File: src/rtl/mic_pkg.sv
// ---------------------------------------------------------------------------
// mic_pkg
// Shared constants for the PDM microphone decimator slice.
//   CLK_DIV_DEF      clk_100MHz cycles per micClk period (3.125 MHz)
//   SAMPLE_PHASE_DEF divider count at which the synchronized PDM bit is taken
//   DECIM_DEF        PDM bits accumulated per PCM sample (48.828 kHz)
//   GAIN_SHIFT_DEF   left shift applied to the centred ones-count
//   PCM_W            PCM sample width
//   DIV_W / CNT_W    widths of the divider counter and ones counter at defaults
// ---------------------------------------------------------------------------
package mic_pkg;

  localparam int CLK_DIV_DEF      = 32;
  localparam int SAMPLE_PHASE_DEF = 31;
  localparam int DECIM_DEF        = 64;
  localparam int GAIN_SHIFT_DEF   = 8;

  localparam int PCM_W = 16;
  localparam int DIV_W = $clog2(CLK_DIV_DEF);
  localparam int CNT_W = $clog2(DECIM_DEF + 1);

endpackage

File: src/rtl/pdm_clk_gen.sv
// ---------------------------------------------------------------------------
// pdm_clk_gen
// Divides clk_100MHz down to the microphone clock and produces a one-cycle
// strobe at the divider phase where the synchronized PDM bit is valid.
// Ports:
//   clk_100MHz  in   system clock
//   sysreset_n  in   asynchronous active-low reset
//   enable      in   run the divider; low holds it at zero with micClk low
//   micClk      out  registered microphone clock, 50% duty, period CLK_DIV
//   sampleStb   out  one-cycle strobe while the divider sits at SAMPLE_PHASE
// ---------------------------------------------------------------------------
module pdm_clk_gen
  import mic_pkg::*;
#(
  parameter int CLK_DIV      = CLK_DIV_DEF,
  parameter int SAMPLE_PHASE = SAMPLE_PHASE_DEF
) (
  input  logic clk_100MHz,
  input  logic sysreset_n,
  input  logic enable,
  output logic micClk,
  output logic sampleStb
);

  localparam int DivW = $clog2(CLK_DIV);

  // An odd or tiny divider cannot give an exact 50% duty, and a sample
  // phase outside the count range would never strobe.
  if ((CLK_DIV < 4) || ((CLK_DIV % 2) != 0)) begin : gBadDiv
    $error("pdm_clk_gen: CLK_DIV must be even and at least 4");
  end
  if ((SAMPLE_PHASE < 0) || (SAMPLE_PHASE >= CLK_DIV)) begin : gBadPhase
    $error("pdm_clk_gen: SAMPLE_PHASE must lie in 0..CLK_DIV-1");
  end

  logic [DivW-1:0] divCnt;

  // Divider and microphone clock. micClk is registered from the count so it
  // is high for counts 0..CLK_DIV/2-1 and low for the rest of the period.
  // Disabling parks the count at zero so that re-enabling always starts a
  // fresh period with micClk high.
  always_ff @(posedge clk_100MHz or negedge sysreset_n) begin
    if (!sysreset_n) begin
      divCnt <= '0;
      micClk <= 1'b0;
    end else if (!enable) begin
      divCnt <= '0;
      micClk <= 1'b0;
    end else begin
      divCnt <= (divCnt == DivW'(CLK_DIV - 1)) ? '0 : divCnt + DivW'(1);
      micClk <= (divCnt < DivW'(CLK_DIV / 2));
    end
  end

  // The strobe is gated by enable so a disabled divider never samples, even
  // when SAMPLE_PHASE happens to be zero.
  assign sampleStb = enable && (divCnt == DivW'(SAMPLE_PHASE));

endmodule

File: src/rtl/pdm_mic_decimator.sv
// ---------------------------------------------------------------------------
// pdm_mic_decimator
// Converts the synchronized 1-bit PDM microphone stream into signed 16-bit
// PCM with an accumulate-and-dump decimator and hands samples out over a
// valid/ready interface with a sticky overrun flag.
// Ports:
//   clk_100MHz    in   system clock, 100 MHz
//   sysreset_n    in   asynchronous active-low reset
//   enable        in   run decimator and micClk; low = idle
//   micData_sync  in   synchronized PDM data
//   micClk        out  microphone clock, registered
//   pcm_data      out  signed two's-complement PCM sample
//   pcm_valid     out  pcm_data holds an undelivered sample
//   pcm_ready     in   consumer takes pcm_data when pcm_valid & pcm_ready
//   overrun       out  sticky: an undelivered sample was overwritten
//   overrun_clr   in   single-cycle clear of overrun
// ---------------------------------------------------------------------------
module pdm_mic_decimator
  import mic_pkg::*;
#(
  parameter int CLK_DIV      = CLK_DIV_DEF,
  parameter int SAMPLE_PHASE = SAMPLE_PHASE_DEF,
  parameter int DECIM        = DECIM_DEF,
  parameter int GAIN_SHIFT   = GAIN_SHIFT_DEF
) (
  input  logic             clk_100MHz,
  input  logic             sysreset_n,
  input  logic             enable,
  input  logic             micData_sync,
  output logic             micClk,
  output logic [PCM_W-1:0] pcm_data,
  output logic             pcm_valid,
  input  logic             pcm_ready,
  output logic             overrun,
  input  logic             overrun_clr
);

  localparam int CntW = $clog2(DECIM + 1);
  localparam int BitW = $clog2(DECIM);

  // The full-scale centred count must still fit a positive 16-bit sample.
  if ((DECIM < 2) || ((DECIM << GAIN_SHIFT) > 32767)) begin : gBadGain
    $error("pdm_mic_decimator: DECIM << GAIN_SHIFT must not exceed 32767");
  end

  logic             sampleStb;
  logic             lastBit;
  logic             newSample;
  logic             overrunSet;
  logic [BitW-1:0]  bitCnt;
  logic [CntW-1:0]  onesCnt;
  logic [CntW-1:0]  total;
  logic [16:0]      centred;
  logic [PCM_W-1:0] pcmNext;

  pdm_clk_gen #(
    .CLK_DIV      (CLK_DIV),
    .SAMPLE_PHASE (SAMPLE_PHASE)
  ) uClkGen (
    .clk_100MHz (clk_100MHz),
    .sysreset_n (sysreset_n),
    .enable     (enable),
    .micClk     (micClk),
    .sampleStb  (sampleStb)
  );

  // Running total including the bit being strobed now, so the final strobe
  // of a window contributes without an extra cycle of latency. Centring is
  // done in 17 bits so +DECIM shifted up cannot wrap before truncation.
  assign lastBit    = (bitCnt == BitW'(DECIM - 1));
  assign newSample  = sampleStb && lastBit;
  assign total      = onesCnt + CntW'(micData_sync);
  assign centred    = 17'({total, 1'b0}) - 17'(DECIM);
  assign pcmNext    = PCM_W'(centred << GAIN_SHIFT);
  assign overrunSet = newSample && pcm_valid && !pcm_ready;

  // Boxcar accumulator. Dropping enable discards any partial window, so a
  // sample is only ever built from DECIM consecutive enabled strobes.
  always_ff @(posedge clk_100MHz or negedge sysreset_n) begin
    if (!sysreset_n) begin
      bitCnt  <= '0;
      onesCnt <= '0;
    end else if (!enable) begin
      bitCnt  <= '0;
      onesCnt <= '0;
    end else if (sampleStb) begin
      bitCnt  <= lastBit ? '0 : bitCnt + BitW'(1);
      onesCnt <= lastBit ? '0 : total;
    end
  end

  // Output register and handshake. A new sample always loads; if the
  // previous one is still pending and not being taken this cycle it is lost
  // and overrun latches. Setting overrun takes priority over a clear in the
  // same cycle. This logic ignores enable so a pending sample can drain.
  always_ff @(posedge clk_100MHz or negedge sysreset_n) begin
    if (!sysreset_n) begin
      pcm_data  <= '0;
      pcm_valid <= 1'b0;
      overrun   <= 1'b0;
    end else begin
      if (newSample) begin
        pcm_data  <= pcmNext;
        pcm_valid <= 1'b1;
      end else if (pcm_valid && pcm_ready) begin
        pcm_valid <= 1'b0;
      end

      if (overrunSet) begin
        overrun <= 1'b1;
      end else if (overrun_clr) begin
        overrun <= 1'b0;
      end
    end
  end

endmodule

File: config.mk
export PLATFORM = sky130hd
export DESIGN_NAME = pdm_mic_decimator
export DESIGN_NICKNAME = d
export VERILOG_FILES = /design/src/rtl/mic_pkg.sv /design/src/rtl/pdm_clk_gen.sv /design/src/rtl/pdm_mic_decimator.sv
export SDC_FILE = /design/constraint.sdc
export NUM_CORES = 1
export LEC_CHECK = 0
export ABC_AREA = 1
export CAP_MARGIN = 0
export CORE_ASPECT_RATIO = 0.9
export CORE_MARGIN = 2
export CORE_UTILIZATION = 40
export CTS_BUF_LIST = sky130_fd_sc_hd__clkbuf_8
export DETAILED_ROUTE_END_ITERATION = 16
export PLACE_DENSITY = 0.66
export SYNTH_ARGS = -nofsm -noshare
export SYNTH_HDL_FRONTEND = slang
export SYNTH_SLANG_ARGS = --single-unit
File: constraint.sdc
create_clock -name clk_100MHz -period 1.54 [get_ports clk_100MHz]
set_input_delay 0.308 -clock clk_100MHz [delete_from_list [all_inputs] [get_ports clk_100MHz]]
set_output_delay 0.308 -clock clk_100MHz [all_outputs]
set_load 0.01 [all_outputs]
# ---- Word-level counts from Yosys, hierarchy flattened
# Index checks and enable logic that the tools add are counted.
dict set report totals {
  ff_bits 29
  in_bits 6
  out_inout_bits 19
  elab_cells 36
}
dict set report op_classes {
  addsub 4
  order_cmp 1
  n_eq_ne 3
  mux 13
  reduce_logical 8
}
# cell count
set op_table {}
lappend op_table {{7-bit two-way mux} 3}
lappend op_table {{6-bit two-way mux} 3}
lappend op_table {{5-bit two-way mux} 2}
lappend op_table {{8-bit by 7-bit subtractor with 8-bit output, second input constant} 1}
lappend op_table {{7-bit by 1-bit adder with 7-bit output} 1}
lappend op_table {{6-bit by 1-bit adder with 6-bit output, second input constant} 1}
lappend op_table {{6-bit equality test, second input constant} 1}
lappend op_table {{5-bit by 1-bit adder with 5-bit output, second input constant} 1}
lappend op_table {{5-bit equality test, second input constant} 1}
lappend op_table {{1-bit logical AND} 5}
lappend op_table {{5-bit less-than comparator, second input constant} 1}
lappend op_table {{1-bit two-way mux} 5}
lappend op_table {{2-bit nonzero test} 2}
lappend op_table {{2-bit by 1-bit != test with 1-bit output, second input constant} 1}
lappend op_table {{1-bit logical NOT} 1}

# ---- Logic depth before layout (Yosys ltp)
# Gate-level depths: netlist of run 1.
dict set report logic_depth {
  depth_word 6
  mapped_depth 10
  mapped_depth_nobuf 10
}

# ---- Modules after synthesis
# A second synthesis of run 1 with hierarchy kept.
dict set report hier_totals {
  hier_cells 172
  hier_area_um2 1456.4
}
# mod n_inst cells_per_inst area_each_um2 seq_area_each_um2
set by_module_without_submodules {}
lappend by_module_without_submodules {pdm_mic_decimator 1 143 1187.4 550.5}
lappend by_module_without_submodules {pdm_clk_gen 1 29 269.0 150.1}

# ---- Worst setup path after synthesis of run 1
# OpenSTA, ideal clock, no wires.
dict set report synth_timing {
  kind {register -> register}
  startpoint {register uClkGen.divCnt[0]}
  endpoint {register bitCnt[3]}
  setup_time_ns 0.133
  t_arrival_ns 1.409
  required_time_ns 1.407
  path_slack_ns -0.001
  path_stages_with_launch 11
  n_path_buf 0
  synth_period_minus_slack_ns 1.541
  cell_sequence {dfrtp_1 > ha_1 > nand2_1 > nor2_1 > ha_1 > nand2_1 > inv_1 > nand2_1 > inv_1 > nand3_1 > o21ai_0}
}
dict set report synth_via {
  elab_chain_cells 3
}
# element line_no
set synth_lines {}
lappend synth_lines {{start, declared} pdm_clk_gen.sv:36} ;# logic [DivW-1:0] divCnt;
lappend synth_lines {{start signal, assigned} pdm_clk_gen.sv:50} ;# divCnt <= (divCnt == DivW'(CLK_DIV - 1)) ? '0 : divCnt + DivW'(1);
lappend synth_lines {{5-bit equality test} pdm_clk_gen.sv:57} ;# assign sampleStb = enable && (divCnt == DivW'(SAMPLE_PHASE));
lappend synth_lines {{1-bit logical AND} pdm_clk_gen.sv:57}
lappend synth_lines {{2-bit by 1-bit != test with 1-bit output (no source line)} -}
lappend synth_lines {{end signal, assigned} pdm_mic_decimator.sv:87} ;# bitCnt <= lastBit ? '0 : bitCnt + BitW'(1);
lappend synth_lines {{end, declared} pdm_mic_decimator.sv:50} ;# logic [BitW-1:0] bitCnt;
# Every way passes these cells.
# A chain may end at the register's enable or synchronous reset.

# ---- Worst setup path in the final report of run 1
dict set report layout_timing {
  startpoint {register uClkGen.divCnt[1]}
  endpoint {register bitCnt[4]}
}
# The elaborated chain is that of the path after synthesis.

==> run metrics, run 1 <==
Lkg Pwr 0.000926 µW; main flop type after synthesis sky130_fd_sc_hd__dfrtp_1; Worst Setup Slack, final 41.7 ps; post-route fraction of the period consumed by the critical path 97.3%; dominant cell type by area after synthesis sky130_fd_sc_hd__dfrtp_1; crit-path max cell delay approximately 370 ps; DP Worst Slack -242 ps; clk_lat worst skew 280 ps; ant diodes 0; Critical Path Slowest Stage Cell sky130_fd_sc_hd__dfrtp_1; number of buffers created by CTS 3; synth warn 0; Area Overhead vs Synth 29.7%; critical path cell sequence ha_2, nand2_2, nor2_4, ha_4, inv_2, buf_6, o21ai_2, nand2_1, a21oi_2; Crit Path Class reg -> reg; vias in the first global route 1,054; most common library cells after synthesis sky130_fd_sc_hd__nand2_1, sky130_fd_sc_hd__dfrtp_1, sky130_fd_sc_hd__inv_1; initial antenna violation count 0; Max Cap Viol 0; Switching Fraction around a fifth; Final Instance Count excl. Fillers 239; Floorplan Core Area approximately 3400 µm²; final critical-path required period 1500 ps; most numerous cell in the Yosys netlist sky130_fd_sc_hd__nand2_1; routed vias 1,121; nets@finish 207; number of enable flip-flop cells after synthesis 0; critical path required time 1750 ps; gpl congestion 0.786; Max Transition Viols Final 0; portion of synthesized cell area occupied by the leading cell type 49.3%; ranking of synthesized cells by area sky130_fd_sc_hd__dfrtp_1, sky130_fd_sc_hd__nand2_1, sky130_fd_sc_hd__inv_1, sky130_fd_sc_hd__nand3_1, sky130_fd_sc_hd__buf_4; count of different cell masters after synthesis 27; flip-flop and latch count after synthesis 28; total number of placement rows 20; global routing met3 resource utilization 3.71%; Reg clk slew, reported paths 90 ps; total wire length about 2.7 mm; number of cells produced by synthesis 165; routed via count divided by cell count 4.69; internal portion of total power 1120 µW; fraction of registers with async set/reset 100%; critical path fanouts, max 6; portion of the post-synthesis area used by sequential elements 49.3%; setup clock skew after layout 7.34 ps; Pre-Repair DR Iteration Count 4; htree depth 1; highest clock frequency the design can meet 0.667 GHz; Bufs and invs on worst path 2; Root Buffer sky130_fd_sc_hd__clkbuf_8; most utilized layer in the global route result met2; maximum number of pins on one net before global-route repair 29; unrepaired setup endpoints after global routing yes; Power per Cell Area between 700 and 800 nW/µm²; mean post-synth cell area 8.61 µm²; DIE AREA 4050 µm²; clk sink count 28; launching element type of the critical path flop; met2 track demand over resource 26.6%; Antenna Nets Post-Route 0; TritonCTS clock tree done; Arrival @ worst endpoint roughly 1700 ps; cell family with the largest share of critical-path delay flip-flops; overall die width 66.8 µm; worst-case vdd ir drop 478 µV; number of cells after detailed placement 231; fill count 311; CP endpoint kind flop; vertical die dimension 60.6 µm; fraction of final layout cells sized beyond drive strength 1 approximately 25%; combinational share of power 5.5%; final setup violating endpoints 0; DR WL/cell 11.3 µm; result of the run complete, no violations; first-pass GRT wire length 4.38 mm; sum of net half-perimeters after detailed placement 1.94 mm; share of power burned in the clock network approximately two fifths; GR met1 Demand/Resource between 10% and 20%; Starting DRT DRC Count 38; Netlist Area Pre-Place between 1000 and 1500 µm²; I/O Buffers 15; type of the tightest min-delay check in -> async; final hold viol count 0; total global routing track utilization 14.2%; sequential group share of total power 53.4%; Net Sw Power 276 µW; Initial Util a little over two fifths; GR Overflow Total 0; count of unresolved DRC violations after routing 0; Clock Path Buffers 2; number of placed I/O pins 25
==> worst reg2reg max path, cell delays in order, from the launching register on <==
cell	delay [ps]
sky130_fd_sc_hd__dfrtp_1	370
sky130_fd_sc_hd__ha_2	190
sky130_fd_sc_hd__nand2_2	80
sky130_fd_sc_hd__nor2_4	110
sky130_fd_sc_hd__ha_4	170
sky130_fd_sc_hd__inv_2	50
sky130_fd_sc_hd__buf_6	130
sky130_fd_sc_hd__o21ai_2	140
sky130_fd_sc_hd__nand2_1	90
sky130_fd_sc_hd__a21oi_2	110
==> layout make-up <==
| cell class | count | area [µm²] | share of cell area, % |
|---|---|---|---|
| Timing Repair Buffer | 30 | 278 | 15.1 |
| Clock buffer | 3 | 41.3 | 2.24 |
| Multi-Input combinational cell | 111 | 651 | 35.3 |
| Tap cell | 44 | 55.1 | 2.99 |
| Sequential cell | 28 | 701 | 38.0 |
| Inverter | 22 | 87.6 | 4.75 |
| Clock inverter | 1 | 30.0 | 1.63 |
==> logic make-up (layout without fill, tap and decap cells) <==
logic type	Yosys count	count (layout)	synth area share, %
buffers and inverters	34	56	12.0
adder cells (fa/ha/maj)	5	5	4.40
AND/OR/NAND/NOR	71	71	22.0
XOR/XNOR	3	3	1.85
other	1	9	0.264
AO/OA/AOI/OAI	23	23	10.2
flip-flops	28	28	49.3
==> registers in the layout (all words and copies together), names as in the netlist <==
name	count
bitCnt	6
onesCnt	7
overrun	1
pcm_data	7
pcm_valid	1
uClkGen.divCnt	5
uClkGen.micClk	1
==> worst paths after layout <==
kind,from,to,slack [ps],cells after the start
worst min-delay path,sysreset_n,pcm_data[15]$_DFFE_PN0P_,400,2
worst max register to register,uClkGen.divCnt[1]$_DFF_PN0_,bitCnt[4]$_DFFE_PN0P_,40,9
worst min register to register,pcm_data[11]$_DFFE_PN0P_,pcm_data[11]$_DFFE_PN0P_,470,2
max in group asynchronous,sysreset_n,bitCnt[4]$_DFFE_PN0P_,880,2
worst max-delay path,uClkGen.divCnt[1]$_DFF_PN0_,bitCnt[4]$_DFFE_PN0P_,40,9
min in group clk_100MHz,pcm_data[11]$_DFFE_PN0P_,pcm_data[11]$_DFFE_PN0P_,470,2
==> metrics by stage <==
step / hold slack (ps) / power (µW) / util (%) / setup TNS (ps) / instance area (µm²)
after detailed placement: 434 / 834 / 49.0 / -1700 / 1650
after global routing: 425 / 1450 / 54.6 / -127 / 1840
after floorplan: 12.4 / 806 / - / 0 / 1450
after global placement: 414 / 831 / 49.0 / -1170 / 1650
after CTS: 408 / 1410 / 52.0 / -81.7 / 1760
final: 398 / 1400 / 54.6 / 0 / 1840
==> layout by cell type, fill, tap and decap left out, types with 3 or more instances in the layout <==
master / instances
sky130_fd_sc_hd__nand2_1: 31
sky130_fd_sc_hd__dfrtp_1: 28
sky130_fd_sc_hd__inv_1: 17
sky130_fd_sc_hd__nand3_1: 15
sky130_fd_sc_hd__buf_4: 13
sky130_fd_sc_hd__clkdlybuf4s50_1: 12
sky130_fd_sc_hd__nor2_1: 10
sky130_fd_sc_hd__conb_1: 9
sky130_fd_sc_hd__nand2_2: 6
sky130_fd_sc_hd__o21ai_2: 6
sky130_fd_sc_hd__o21ai_0: 6
sky130_fd_sc_hd__inv_2: 3
sky130_fd_sc_hd__o21ai_1: 3
sky130_fd_sc_hd__clkbuf_8: 3
sky130_fd_sc_hd__dlymetal6s2s_1: 3
==> repair_timing <==
item | CTS | global route
hold buffers | 0 | 0
gates resized for setup | 9 | 25
setup buffers | 2 | 2
gates cloned | 0 | 0
pin swaps | 2 | 5
endpoints found under the setup margin | 17 | 27
==> per-layer routing <==
| metal | wire [µm] | vias up |
|---|---|---|
| met2 | 1350 | 30 |
| met1 | 1190 | 525 |
| li1 | - | 564 |
| met5 | 0 | - |
| met3 | 143 | 2 |
| met4 | 16 | 0 |
==> power by group through the flow <==
stage               Clock (µW)  Combinational, µW  Sequential [µW]
finish                     574               77.0              747
global placement             0               71.0              760
global route               619               87.4              748
CTS                        590               76.6              746
floorplan                    0               45.3              761
detailed placement           0               72.6              761
Power figures use the tool's default switching activity.
==> run 2, diff against run 1 <==
==> constraint.sdc (replaced) <==
create_clock -name clk_100MHz -period 1.54 [get_ports clk_100MHz]
set_input_delay 0.154 -clock clk_100MHz [delete_from_list [all_inputs] [get_ports clk_100MHz]]
set_output_delay 0.154 -clock clk_100MHz [all_outputs]
set_load 0.01 [all_outputs]
==> run 2 against run 1 <==
Hold slack worse by 160 ps. Critical path depth down 1. Die area did not move. Sequential power is essentially flat. Largest cell class unchanged. Clock skew is 3.4 ps higher. Critical endpoint is now onesCnt[3]$_DFFE_PN0P_. Global-route usage increased by 2.1 points.
==> run metrics, run 2 (synthesis gave the netlist of run 1 again) <==
clk sink count 28; I/O Buffers 15; critical path fanouts, max 4; first-pass GRT wire length 5.04 mm; ant diodes 0; clk_lat worst skew between 200 and 300 ps; most frequent cell on the critical path sky130_fd_sc_hd__nand2_2; total wire length 2.93 mm; Area Overhead vs Synth 30.1%; most common library cell in the layout ignoring fill and taps sky130_fd_sc_hd__nand2_1; final sum of negative setup slack 0 ps; Initial Util 42.1%; Final Instance Count excl. Fillers about 240; setup clock skew after layout 10.7 ps; Reg clk slew, reported paths approximately 110 ps; vertical die dimension roughly 60 µm; critical path cell sequence ha_2, nand2_2, nor2_4, ha_4, inv_2, nand2_2, buf_4, o21ai_0; CP endpoint kind flop; crit-path max cell delay about 400 ps; commonest non-fill, non-tap cells in the layout sky130_fd_sc_hd__nand2_1, sky130_fd_sc_hd__dfrtp_1, sky130_fd_sc_hd__inv_1; Starting DRT DRC Count 56; utilization after layout 54.7%; Pre-Repair DR Iteration Count 6; Floorplan Core Area 3380 µm²; final critical-path required period roughly 1500 ps; Crit Path Class reg -> reg; biggest registers after layout onesCnt x7, pcm_data x7, bitCnt x6; gpl congestion 0.761; Max Cap Viol 0; DR WL/cell 12.1 µm; Antenna Nets Post-Route 0; number of cells after detailed placement 233; routed via count divided by cell count 4.90; final total power between 1000 and 1500 µW; vias in the first global route approximately 1,200; htree depth 1; Power per Cell Area between 700 and 800 nW/µm²; Bufs and invs on worst path 2; number of placed I/O pins 25; sum of net half-perimeters after detailed placement 2.16 mm; worst hold slack across all endpoints 240 ps; result of the run complete, no violations; GR Overflow Total 0; Max Transition Viols Final 0; Critical Path Slowest Stage Cell sky130_fd_sc_hd__dfrtp_1; Arrival @ worst endpoint 1660 ps; maximum number of pins on one net before global-route repair 29; Clock Path Buffers 2; initial antenna violation count 0; post-route fraction of the period consumed by the critical path 94.9%; cell family with the largest share of critical-path delay flip-flops; critical path required time 1730 ps; count of unresolved DRC violations after routing 0; final hold viol count 0; setup slack of the most critical reg-to-reg path between 70 and 80 ps; worst-case vdd ir drop 356 µV; fraction of final layout cells sized beyond drive strength 1 25.3%; total number of placement rows 20; highest clock frequency the design can meet between 0.6 and 0.7 GHz; Lkg Pwr 0.000886 µW; Root Buffer sky130_fd_sc_hd__clkbuf_8; launching element type of the critical path flop; DIE AREA 4050 µm²; total global routing track utilization 16.3%; type of the tightest min-delay check in -> async; routed vias 1,185; overall die width approximately 67 µm; nets@finish 210; TritonCTS clock tree done; final setup violating endpoints 0; number of buffers created by CTS 3
run 2: metrics by stage:
step           cell area (µm²)  setup WS, ps
2_1_floorplan             1450          15.8
3_3_place_gp              1670         -31.2
3_5_place_dp              1670          -127
4_1_cts                   1780          8.97
5_1_grt                   1850         -4.06
6_report                  1850          79.1
run 2: area by class of cell:
cell class / count / area [µm²]
fillers: 325 / 1530
flip-flops and latches: 28 / 701
multi-input cells: 111 / 642
repair buffers: 33 / 293
inverters: 22 / 87.6
well taps: 44 / 55.1
clock buffers: 3 / 41.3
clock inverters: 1 / 30.0
run 2: where the power goes:
| part | switching (µW) | internal [µW] |
|---|---|---|
| clock | 239 | 348 |
| sequential | 4.74 | 742 |
| combinational | 48.4 | 38.0 |
| total | 292 | 1130 |
run 2: worst paths after layout:
| kind | start | endpoint | cells past startpoint |
|---|---|---|---|
| max reg2reg | uClkGen.divCnt[0]$_DFF_PN0_ | onesCnt[3]$_DFFE_PN0P_ | 8 |
| max in group asynchronous | sysreset_n | bitCnt[5]$_DFFE_PN0P_ | 2 |
| min | sysreset_n | pcm_data[11]$_DFFE_PN0P_ | 2 |
| min reg2reg | pcm_data[12]$_DFFE_PN0P_ | pcm_data[12]$_DFFE_PN0P_ | 2 |
| max | uClkGen.divCnt[0]$_DFF_PN0_ | onesCnt[3]$_DFFE_PN0P_ | 8 |
| min in group clk_100MHz | overrun_clr | overrun$_DFFE_PN0P_ | 2 |
run 2: timing repair:
item	CTS	global route
hold buffers	0	0
setup endpoints to repair	22	22
setup buffers	0	5
pin swaps	4	3
resized for setup	19	9
run 2: per-layer routing:
layer / GRT usage [%] / part of all wire (%) / routed length (µm) / up-vias
met5: 0 / 0 / 0 / -
met4: 5.54 / 0.75 / 22 / 0
met2: 31.3 / 53 / 1550 / 31
met1: 18.4 / 42 / 1220 / 584
li1: - / - / - / 568
met3: 2.97 / 4.7 / 139 / 2
==> run 3, diff against run 2 <==
CTS_BUF_LIST = unset   (was sky130_fd_sc_hd__clkbuf_8)
HOLD_SLACK_MARGIN = 0.05   (was unset)
==> results of run 3 <==
Final layout, timing and power as in run 2 (identical DEF).
